--- config.mk ---
export PLATFORM = sky130hd
export DESIGN_NAME = dmem_port_arbiter
export DESIGN_NICKNAME = d
export VERILOG_FILES = /design/src/rtl/dmem_port_arbiter.sv
export SDC_FILE = /design/constraint.sdc
export NUM_CORES = 1
export LEC_CHECK = 0
export ABC_AREA = 1
export BUFFER_PORTS_ARGS = -buffer_cell sky130_fd_sc_hd__buf_4
export CAP_MARGIN = 10
export CORE_AREA = 3 3 89 91
export DETAILED_ROUTE_END_ITERATION = 12
export DIE_AREA = 0 0 92 94
export PLACE_DENSITY_LB_ADDON = 0.2
export SYNTH_ARGS = -nofsm -noshare
export SYNTH_HDL_FRONTEND = slang
export SYNTH_SLANG_ARGS = --single-unit
--- constraint.sdc ---
create_clock -name clk -period 5.7 [get_ports clk]
set_clock_uncertainty 0.15 [all_clocks]
set_input_delay 1.14 -clock clk [delete_from_list [all_inputs] [get_ports clk]]
set_output_delay 1.14 -clock clk [all_outputs]
set_load 0.03 [all_outputs]
--- src/rtl/dmem_port_arbiter.sv ---
// Two-requester arbiter for the single data-memory port: pipeline MEM stage (core)
// versus loader/debug port (ext), with bounded core bursts and an ext lock mode.
module dmem_port_arbiter #(
    parameter int DATA_W    = 32,
    parameter int ADDR_W    = 9,
    parameter int MAX_BURST = 4
) (
    input  logic              clk,
    input  logic              reset,
    input  logic              c_req,
    input  logic              c_we,
    input  logic [ADDR_W-1:0] c_addr,
    input  logic [DATA_W-1:0] c_wdata,
    output logic              c_gnt,
    output logic              c_stall,
    output logic              c_rvalid,
    output logic [DATA_W-1:0] c_rdata,
    input  logic              e_req,
    input  logic              e_we,
    input  logic              e_lock,
    input  logic [ADDR_W-1:0] e_addr,
    input  logic [DATA_W-1:0] e_wdata,
    output logic              e_gnt,
    output logic              e_rvalid,
    output logic [DATA_W-1:0] e_rdata,
    output logic              mem_wr,
    output logic              mem_rd,
    output logic [ADDR_W-1:0] mem_addr,
    output logic [DATA_W-1:0] mem_wdata,
    input  logic [DATA_W-1:0] mem_rdata
);
    typedef enum logic {SHARED, LOCKED} state_t;

    localparam logic [3:0] BURST_MAX = 4'(MAX_BURST);

    state_t     state_q, state_d;
    logic [3:0] burst_q, burst_d;
    logic [3:0] burst_eff;
    logic       c_rv_q, e_rv_q;

    always_comb begin
        c_gnt     = 1'b0;
        e_gnt     = 1'b0;
        state_d   = state_q;
        burst_d   = burst_q;
        burst_eff = burst_q;
        if (reset) begin
            state_d = SHARED;
            burst_d = '0;
        end else if (state_q == LOCKED && e_lock) begin
            e_gnt   = e_req;
            burst_d = '0;
        end else begin
            // The cycle that drops the lock is arbitrated as SHARED with a fresh burst count.
            burst_eff = (state_q == LOCKED) ? 4'd0 : burst_q;
            if (c_req && e_req) begin
                if (burst_eff == BURST_MAX) e_gnt = 1'b1;
                else                        c_gnt = 1'b1;
            end else begin
                c_gnt = c_req;
                e_gnt = e_req;
            end
            if (e_gnt || !e_req)            burst_d = '0;
            else if (burst_eff != BURST_MAX) burst_d = burst_eff + 4'd1;
            else                            burst_d = burst_eff;
            state_d = (e_gnt && e_lock) ? LOCKED : SHARED;
        end
    end

    assign c_stall   = c_req & ~c_gnt & ~reset;
    assign mem_wr    = (c_gnt & c_we) | (e_gnt & e_we);
    assign mem_rd    = (c_gnt & ~c_we) | (e_gnt & ~e_we);
    assign mem_addr  = c_gnt ? c_addr  : (e_gnt ? e_addr  : '0);
    assign mem_wdata = c_gnt ? c_wdata : (e_gnt ? e_wdata : '0);

    always_ff @(posedge clk or posedge reset) begin
        if (reset) begin
            state_q <= SHARED;
            burst_q <= '0;
            c_rv_q  <= 1'b0;
            e_rv_q  <= 1'b0;
        end else begin
            state_q <= state_d;
            burst_q <= burst_d;
            c_rv_q  <= c_gnt & ~c_we;
            e_rv_q  <= e_gnt & ~e_we;
        end
    end

    assign c_rvalid = c_rv_q;
    assign e_rvalid = e_rv_q;
    assign c_rdata  = c_rv_q ? mem_rdata : '0;
    assign e_rdata  = e_rv_q ? mem_rdata : '0;
endmodule

Yosys cells after proc, flatten, opt, wreduce, memory -nomap -nowiden
Cells that the tools add are included.
Storage, ports and cells
  output and inout port bits: 112
  bits in registers: 7
  input bits: 121
  logic and storage cells: 49
Operators by class
  muxes and demuxes: 24
  bitwise logic cells: 12
  add/subtract/negate cells: 1
  equality and inequality tests: 3
  reduce and logical (&&, ||, !) cells: 5
Operators by type and width (count)
  32-bit two-way mux: 4
  4-bit two-way mux: 5
  9-bit two-way mux: 2
  1-bit two-way mux: 13
  1-bit bitwise AND: 6
  4-bit by 1-bit adder with 4-bit output, second input constant: 1
  4-bit by 3-bit == test with 1-bit output, second input constant: 1
  4-bit by 3-bit inequality test with 1-bit output, second input constant: 1
  1-bit NOT: 4
  1-bit logical AND: 3
  2-bit inequality test, second input constant: 1
  1-bit bitwise OR: 2
  1-bit zero test: 1
  1-bit logical OR: 1

Depth between registers and ports, before layout
Gate-level depths: netlist of run 1.
  word-level depth: 10
  depth in mapped cells: 11
  depth with buffers taken out: 10

Worst setup path after synthesis of run 1
OpenSTA, ideal clock, no wires.
  path kind: input port to output port
  start point: input e_req
  end point: output c_stall
  path buffers: 2
  setup slack: 2.210 ns
  required time: 4.410 ns
  stages on the path: 5
  arrival: 2.200 ns
  path through: buf_4 -> nand2_1 -> nand3b_4 -> buf_2 -> a21oi_1
On the way
  longest elaborated chain between the ends: 7
Ends and longest elaborated chain
  start, declared: line 18  | input logic e_req,
  1-bit logical AND: line 56  | if (c_req && e_req) begin
  1-bit two-way mux: line 56
  1-bit two-way mux: line 50  | end else if (state_q == LOCKED && e_lock) begin
  1-bit two-way mux: line 47  | if (reset) begin
  1-bit NOT: line 70  | assign c_stall = c_req & ~c_gnt & ~reset;
  1-bit bitwise AND (2 in series): line 70
  end, declared: line 15  | output logic c_stall,
No other way between the ends.

Worst setup path in the final report of run 1
  start point: input e_req
  end point: output mem_rd
On the way
  longest elaborated chain between the ends: 8
  elaborated cells on any way between the ends: 12
  those cells by class: mux: 8; bitwise: 3; reduce/logical: 1
Ends and longest elaborated chain
  1-bit logical AND: line 56
  1-bit two-way mux: line 56
  1-bit two-way mux: line 50
  1-bit two-way mux: line 47
  1-bit two-way mux: line 50
  1-bit two-way mux: line 47
  1-bit bitwise AND: line 72  | assign mem_rd = (c_gnt & ~c_we) | (e_gnt & ~e_we);
  1-bit bitwise OR (*): line 72
  end, declared: line 27  | output logic mem_rd,
Every way passes the cells marked *; elsewhere a longest branch is shown, timed or not. The select of a mux whose other input is x is not followed.

==> results.yml, run 1 <==
layout:
  final_nets: 670
  insertedDiodeCount: 0
  mostFrequentLayoutCells: "buf_4, nand2_1, nand4_1"
  drive_gt1_share_pct: 44.6
  final_util_pct: 48.6
  layout_commonest_cell: "buf_4"
  synthToLayoutAreaGrowth_pct: 100
  final_cell_area_mm2: 0.00351
floorplanning:
  die_area_mm2: 0.00865
  die_y_um: 94
  ios: 233
  start_util_pct: 24.3
  core_area_mm2: 0.00721
  rows: 31
  fp.dieW_um: 92
routing:
  route.antenna.remaining_nets: 0
  drt_wl_total_mm: 8.82
  first_pass_iters: 4
  drc: 0
  drtIter0Drc: 207
  detail_route.vias_per_cell: 4.61
  vias: 2977
  wl_per_cell_um: 13.6
global_route:
  antenna_found_initial: 0
  grt_pass1_vias: 2652
  track_usage_pct: 17.8
  gr-total-overflow: 0
  grt_first_pass_wirelength_mm: 12.8
  grt_max_degree: 53
logic_synthesis:
  yosys_warnings: 0
  ys_types: 20
  synth_nets: 463
  syn_area_per_cell_um2: 5.14
  ys.flop_type: "dfrtp_1"
  synth-compound-area-share_pct: 1.28
  synth_xor_area_share_pct: 0
  ys_seq_area_share_pct: 9.99
  synth_seq_cells: 7
  synth_fa_ha_area_share_pct: 0.714
  synthSimpleGateAreaFrac_pct: 61.5
  syn-instance-count: 341
  synth_edf_count: 0
  synth_top_family_by_area: "simple AND/OR/NAND/NOR gates"
  async_flop_share_pct: 100
  synthesis.area_mm2: 0.00175
  synth_mux_area_share_pct: 0
cts:
  cts.repair.resized: 0
  clk_latency_ns: 0.23
  clock_sinks: 7
  cts-root-buf: "clkbuf_8"
  cts_tree: "done"
  clk_pin_slew_ns: 0.04
  clk_path_buf_depth: 2
  cts_buffers: 3
  hold_buffers: 0
  htreeDepth: 1
  cts_setup_buffers: 0
worst_setup_path:
  critical_path_class: "in -> out"
  cp_data_arrival_time_ns: 2.71
  worstPathMaxFanout: 46
  worstPathRequired_ns: 4.41
  endpoint_kind: "primary output"
  r2r_slack_ns: 3.63
  crit_path_start_kind: "input port"
timing:
  setup_ws_ns: 1.70
  grt_setup_unrepaired: "false"
  fin_setup_tns_ns: 0
  max_slew.worst_pin.slew_ns: 1.00
  relSlewSlack_pct: 33.2
  fmax_mhz: 250
  hold_viol: 0
  min_period_ns: 4.00
  drv_slew: 0
  fin_crit_sh_pct: 70.1
  finalSetupViolCount: 0
placed_design:
  gp_congestion: 0.842
  place_area_mm2: 0.00346
  port_buffers: 232
  place_ws_ns: 1.70
  hpwlAfterDp_mm: 6.87
pwr:
  p_total_w: 0.000381
  p_per_area_mw_per_mm2: 109
  leakagePower_nw: 2.46
  peakVddDrop_uv: 58.7
min_path:
  min_path_type: "reg -> reg"
outcome:
  status: "finished, final reports clean"
run:
  max_cap_violations: 0
[layout make-up]
cell class                      count  area, um^2
Clock buffer                        4        45.0
Tap cell                           99         124
Multi-Input combinational cell    223        1110
Sequential cell                     7         175
Fill cell                         760        3710
Inverter                           80         300
Timing Repair Buffer              233        1750
[critical path: stages]
cell and delay (ns):
buf_4 0.40, nand2_1 0.15, nand3b_4 0.51, nand4_1 0.24
nand2_1 0.08, buf_4 0.17
[Yosys cell counts (2+ instances only)]
cell	count	share of area (%)
buf_6	4	2.6
buf_2	12	3.4
nand3_1	2	0.57
nand2_1	115	25
nor2_2	2	0.71
clkbuf_1	14	3.0
nor2_1	8	1.7
nand4_1	87	31
dfrtp_1	7	10
inv_1	78	17
a21oi_1	2	0.57
inv_2	2	0.43
[kinds of logic after synthesis]
logic type	Yosys count
AOI/OAI and AO/OA	4
adders and majority gates	1
buffers and inverters	111
DFF	7
and+or+nand+nor	218
[metrics by stage]
stage               hold WS, ns  cells
finish                    0.443    646
global route              0.468    646
CTS                       0.448    646
detailed placement        0.436    642
global placement          0.420    642
floorplan                 0.400    341
[final timing paths]
path	start	endpoint	depth (start not counted)
min in group asynchronous	reset	burst_q[2]	2
max reg2reg	state_q	c_rvalid	8
max in group asynchronous	reset	burst_q[1]	2
min	burst_q[2]	burst_q[3]	2
max	e_req	mem_rd	6
min reg2reg	burst_q[2]	burst_q[3]	2
[power by group]
part / switching [W] / internal [W] / total (W)
clock: 0.0000216 / 0.0000484 / 0.0000700
sequential: 0.00000554 / 0.0000510 / 0.0000566
combinational: 0.000143 / 0.000112 / 0.000255
[routing by layer]
layer	vias up	global-route usage, %	part of all wire, %
li1	1514	-	-
met1	1276	20.7	37
met2	179	32.8	51
met3	8	4.73	11
met4	0	3.34	1.1
met5	-	0	0
[registers in the layout (all words and copies together) (netlist names)]
signal and cells:
c_rvalid 1, burst_q 4, state_q 1, e_rvalid 1
Power figures use the tool's default switching activity.
==> run 2, diff against run 1 <==
- clock period: 5.7 -> 3.6 ns (I/O delays scaled with it)
==> run 2 against run 1 <==
Net effect:
- sequential cell count is the same
- core utilization increased by 0.49 points
- via count fell by 0.27%
- count of clock-buffer cells in the layout is the same
- total power is 59% higher
- sequential power rose by 58%
- non-clock buffer count increased by 3
- largest power group unchanged
- highest routed layer unchanged
==> results.yml, run 2 (synthesis gave the netlist of run 1 again) <==
timing:
  hold_viol: 0
  min_period_ns: 3.07
  fin_crit_sh_pct: 85.2
  grt_setup_unrepaired: "false"
  max_slew.worst_pin.slew_ns: 0.981
  whs_ns: 0.436
  finalSetupViolCount: 0
  relSlewSlack_pct: 34.6
  fmax_mhz: 326
  drv_slew: 0
  setup_ws_ns: 0.532
  fin_setup_tns_ns: 0
global_route:
  grt_max_degree: 48
  antenna_found_initial: 0
  grt_first_pass_wirelength_mm: 13.0
  track_usage_pct: 18.2
  grt_pass1_vias: 2719
  gr-total-overflow: 0
floorplanning:
  ios: 233
  start_util_pct: 24.3
  core_area_mm2: 0.00721
  die_y_um: 94
  die_area_mm2: 0.00865
  fp.dieW_um: 92
  rows: 31
worst_setup_path:
  worstPathMaxFanout: 44
  critical_path_class: "reg -> out"
  r2r_slack_ns: 1.60
  cp_data_arrival_time_ns: 2.20
  endpoint_kind: "primary output"
  worstPathRequired_ns: 2.73
  crit_path_start_kind: "flop"
cts:
  clk_path_buf_depth: 2
  hold_buffers: 0
  cts_buffers: 3
  clk_pin_slew_ns: 0.04
  cts_tree: "done"
  cts.repair.resized: 0
  cts_setup_buffers: 0
  htreeDepth: 1
  cts-root-buf: "clkbuf_8"
  clk_latency_ns: 0.23
  clock_sinks: 7
layout:
  largest-register: "burst_q"
  seq_area_um2: 175
  largest_reg_flops: 4
  n_fill_cell: 769
  layout_commonest_cell: "buf_4"
  insertedDiodeCount: 0
  synthToLayoutAreaGrowth_pct: 102
  multi_input_area_mm2: 0.00111
  mostFrequentLayoutCells: "buf_4, nand2_1, nand4_1"
  final_util_pct: 49.1
  drive_gt1_share_pct: 44.9
  final_nets: 673
pwr:
  clkPwrFrac_pct: 18.4
  leakagePower_nw: 2.48
  combPwrFrac_pct: 66.9
  peakVddDrop_uv: 93.5
  switchingPower_w: 0.000269
  seq_power_share_pct: 14.7
  p_int_w: 0.000339
  p_per_area_mw_per_mm2: 172
  netSwitchingFraction_pct: 44.3
routing:
  wl_per_cell_um: 13.5
  first_pass_iters: 5
  vias: 2969
  drt_wl_total_mm: 8.74
  detail_route.vias_per_cell: 4.57
  drc: 0
  route.antenna.remaining_nets: 0
  drtIter0Drc: 79
outcome:
  status: "finished, final reports clean"
placed_design:
  place_ws_ns: 0.742
  hpwlAfterDp_mm: 7.01
  gp_congestion: 0.781
  port_buffers: 232
min_path:
  min_path_type: "reg -> reg"
run:
  max_cap_violations: 0
==> run 2: cell types whose count changed in the layout (fill, tap and decap cells not counted) <==
cell / before / now
buf_4: 233 / 235
buf_12: 0 / 1
==> run 2: worst max-delay path, stage by stage (launching register included) <==
cell and delay, ns:
dfrtp_1 0.42, nor2_1 0.11, inv_1 0.08, ha_1 0.14
inv_1 0.04, nor2_1 0.20, nand2_1 0.15, nand2_4 0.36
nand4_1 0.15, nand2_1 0.15, buf_4 0.17
==> run 2: final cells by class <==
type	count	share of cell area (%)
inverter	80	8.48
tap	99	3.50
sequential	7	4.95
timing repair buffer	236	50.4
multi-input combinational	223	31.4
clock buffer	4	1.27
==> run 2: per-stage QoR <==
| step | area (um^2) | cells | total power, W |
|---|---|---|---|
| finish | 3540 | 649 | 0.000607 |
| floorplan | 1750 | 341 | 0.000295 |
| CTS | 3540 | 649 | 0.000613 |
| detailed placement | 3500 | 645 | 0.000499 |
| global placement | 3500 | 645 | 0.000497 |
| global route | 3540 | 649 | 0.000645 |
==> run 2: worst paths after layout <==
path	cells after the start	to	from
setup / recovery	10	mem_wdata[3]	state_q
setup reg to reg	8	c_rvalid	state_q
hold reg to reg	2	burst_q[3]	burst_q[1]
hold / removal	2	burst_q[3]	burst_q[1]
min in group asynchronous	2	e_rvalid	reset
max in group asynchronous	3	burst_q[2]	reset
==> run 2: power groups by stage <==
stage	Sequential, W	Clock [W]	Combinational, W
after CTS	0.0000895	0.000114	0.000409
after global routing	0.0000904	0.000119	0.000436
after detailed placement	0.0000905	0	0.000408
final	0.0000893	0.000112	0.000406
after floorplan	0.0000855	0	0.000209
after global placement	0.0000904	0	0.000407
==> run 2: layer usage <==
layer | up-vias | routed length [um] | GRT usage (%)
li1 | 1518 | - | -
met1 | 1281 | 3190 | 20.4
met2 | 160 | 4490 | 34.1
met3 | 10 | 939 | 4.81
met4 | 0 | 121 | 4.21
met5 | - | 0 | 0
==> run 3, diff against run 2 <==
- BUFFER_PORTS_ARGS: -buffer_cell sky130_fd_sc_hd__buf_4 -> -buffer_cell sky130_fd_sc_hd__buf_2
- CORE_AREA: 3 3 89 91 -> not set
- CORE_ASPECT_RATIO: not set -> 0.5
- CORE_MARGIN: not set -> 3
- CORE_UTILIZATION: not set -> 29
- CTS_BUF_LIST: not set -> sky130_fd_sc_hd__clkbuf_4
- DIE_AREA: 0 0 92 94 -> not set
==> run 3 against run 2 <==
Net effect:
- maximum frequency fell by 0.52%
- sequential power barely moved
- critical path depth did not move
- core utilization rose by 2.2 points
- total power fell by 18%
- register-to-register slack barely moved
- sequential cell count did not move
- via count fell by 3.6%
- wire length fell by 14%
- design area fell by 18%
- critical path type unchanged
- critical endpoint is now e_gnt
==> results.yml, run 3 (synthesis gave the netlist of run 1 again) <==
outcome:
  status: "finished, final reports clean"
worst_setup_path:
  r2r_start: "state_q"
  r2r_cells: 8
  endpoint_kind: "primary output"
  worstPathMaxFanout: 44
  worstPathRequired_ns: 2.73
  crit_path_start_kind: "flop"
  critical_path_class: "reg -> out"
  cp_data_arrival_time_ns: 2.21
  r2r_end: "c_rvalid"
  r2r_slack_ns: 1.60
  crit_start: "state_q"
min_path:
  min_to: "burst_q[3]"
  min_path_type: "reg -> reg"
  whs_path_depth: 2
  hp-start: "burst_q[1]"
timing:
  hold_viol: 0
  grt_setup_unrepaired: "false"
  fmax_mhz: 324
  fin_crit_sh_pct: 85.7
  relSlewSlack_pct: 34.7
  setup_ws_ns: 0.516
  min_period_ns: 3.08
  finalSetupViolCount: 0
  drv_slew: 0
  fin_setup_tns_ns: 0
  max_slew.worst_pin.slew_ns: 0.980
routing:
  wl_per_cell_um: 12.0
  vias: 2862
  first_pass_iters: 5
  route.antenna.remaining_nets: 0
  drtIter0Drc: 181
  drt_wl_total_mm: 7.50
  detail_route.vias_per_cell: 4.59
  drc: 0
floorplanning:
  die_area_mm2: 0.00707
  rows: 19
  ios: 233
  fp.dieW_um: 116
  die_y_um: 61.0
  start_util_pct: 31.0
  core_area_mm2: 0.00566
cts:
  clk_path_buf_depth: 2
  cts_setup_buffers: 0
  cts.repair.resized: 0
  cts_tree: "done"
  cts-root-buf: "clkbuf_4"
  htreeDepth: 1
  clk_pin_slew_ns: 0.05
  clock_sinks: 7
  clk_latency_ns: 0.25
  cts_buffers: 3
  hold_buffers: 0
placed_design:
  hpwlAfterDp_mm: 5.67
  gp_congestion: 0.845
  place_ws_ns: 0.780
  port_buffers: 232
layout:
  drive_gt1_share_pct: 45.1
  n_fill_cell: 655
  largest_reg_flops: 4
  layout_commonest_cell: "buf_2"
  final_util_pct: 51.3
  mostFrequentLayoutCells: "buf_2, nand2_1, nand4_1"
  synthToLayoutAreaGrowth_pct: 65.5
  insertedDiodeCount: 0
  final_nets: 673
  largest-register: "burst_q"
global_route:
  grt_max_degree: 53
  gr-total-overflow: 0
  track_usage_pct: 18.0
  grt_first_pass_wirelength_mm: 10.7
  antenna_found_initial: 0
  grt_pass1_vias: 2334
pwr:
  peakVddDrop_uv: 98.6
  leakagePower_nw: 2.35
  p_per_area_mw_per_mm2: 172
run:
  max_cap_violations: 0
## run 3: worst max path at each step
stage              end  cells past startpoint  slack [ns]
2_1_floorplan  c_stall                      5        0.95
3_3_place_gp     e_gnt                     10        0.81
3_5_place_dp     e_gnt                     10        0.78
4_1_cts          e_gnt                     10        0.50
5_1_grt          e_gnt                     10        0.28
6_report         e_gnt                     10        0.52
## run 3: worst max-delay path, stage by stage, from the launching register on
cell and delay [ns]:
dfrtp_1 0.42, nor2_1 0.11, inv_1 0.09, ha_1 0.14, inv_1 0.04, nor2_1 0.20, nand2_1 0.15, nand2_4 0.37
nand2_1 0.13, nor2_1 0.12, buf_2 0.21
## run 3: per-stage QoR
stage / cell area, um^2 / instances / hold slack, ns / total power [W]
6_report: 2900 / 623 / 0.456 / 0.000499
5_1_grt: 2900 / 623 / 0.498 / 0.000538
4_1_cts: 2900 / 623 / 0.453 / 0.000503
3_5_place_dp: 2870 / 619 / 0.440 / 0.000422
3_3_place_gp: 2870 / 619 / 0.428 / 0.000423
2_1_floorplan: 1750 / 341 / 0.400 / 0.000295
## run 3: area by class of cell
cell class	count	area (um^2)	share of cell area (%)
tap	73	91.3	3.15
timing repair buffer	236	1190	41.1
clock buffer	4	30.0	1.04
inverter	80	300	10.4
sequential	7	175	6.04
multi-input combinational	223	1110	38.4
## run 3: routing by layer
| metal | vias up | wire, um | GRT usage [%] |
|---|---|---|---|
| met1 | 1220 | 3170 | 23.4 |
| met2 | 124 | 3790 | 34.2 |
| met5 | - | 0 | 0 |
| met3 | 0 | 534 | 1.89 |
| met4 | 0 | 0 | 1.32 |
| li1 | 1518 | - | - |
## run 3: report_power, final
part           switching, W  internal (W)  total (W)
clock             0.0000285     0.0000498  0.0000783
sequential       0.00000855     0.0000805  0.0000891
combinational      0.000218      0.000114   0.000332
total              0.000255      0.000244   0.000499
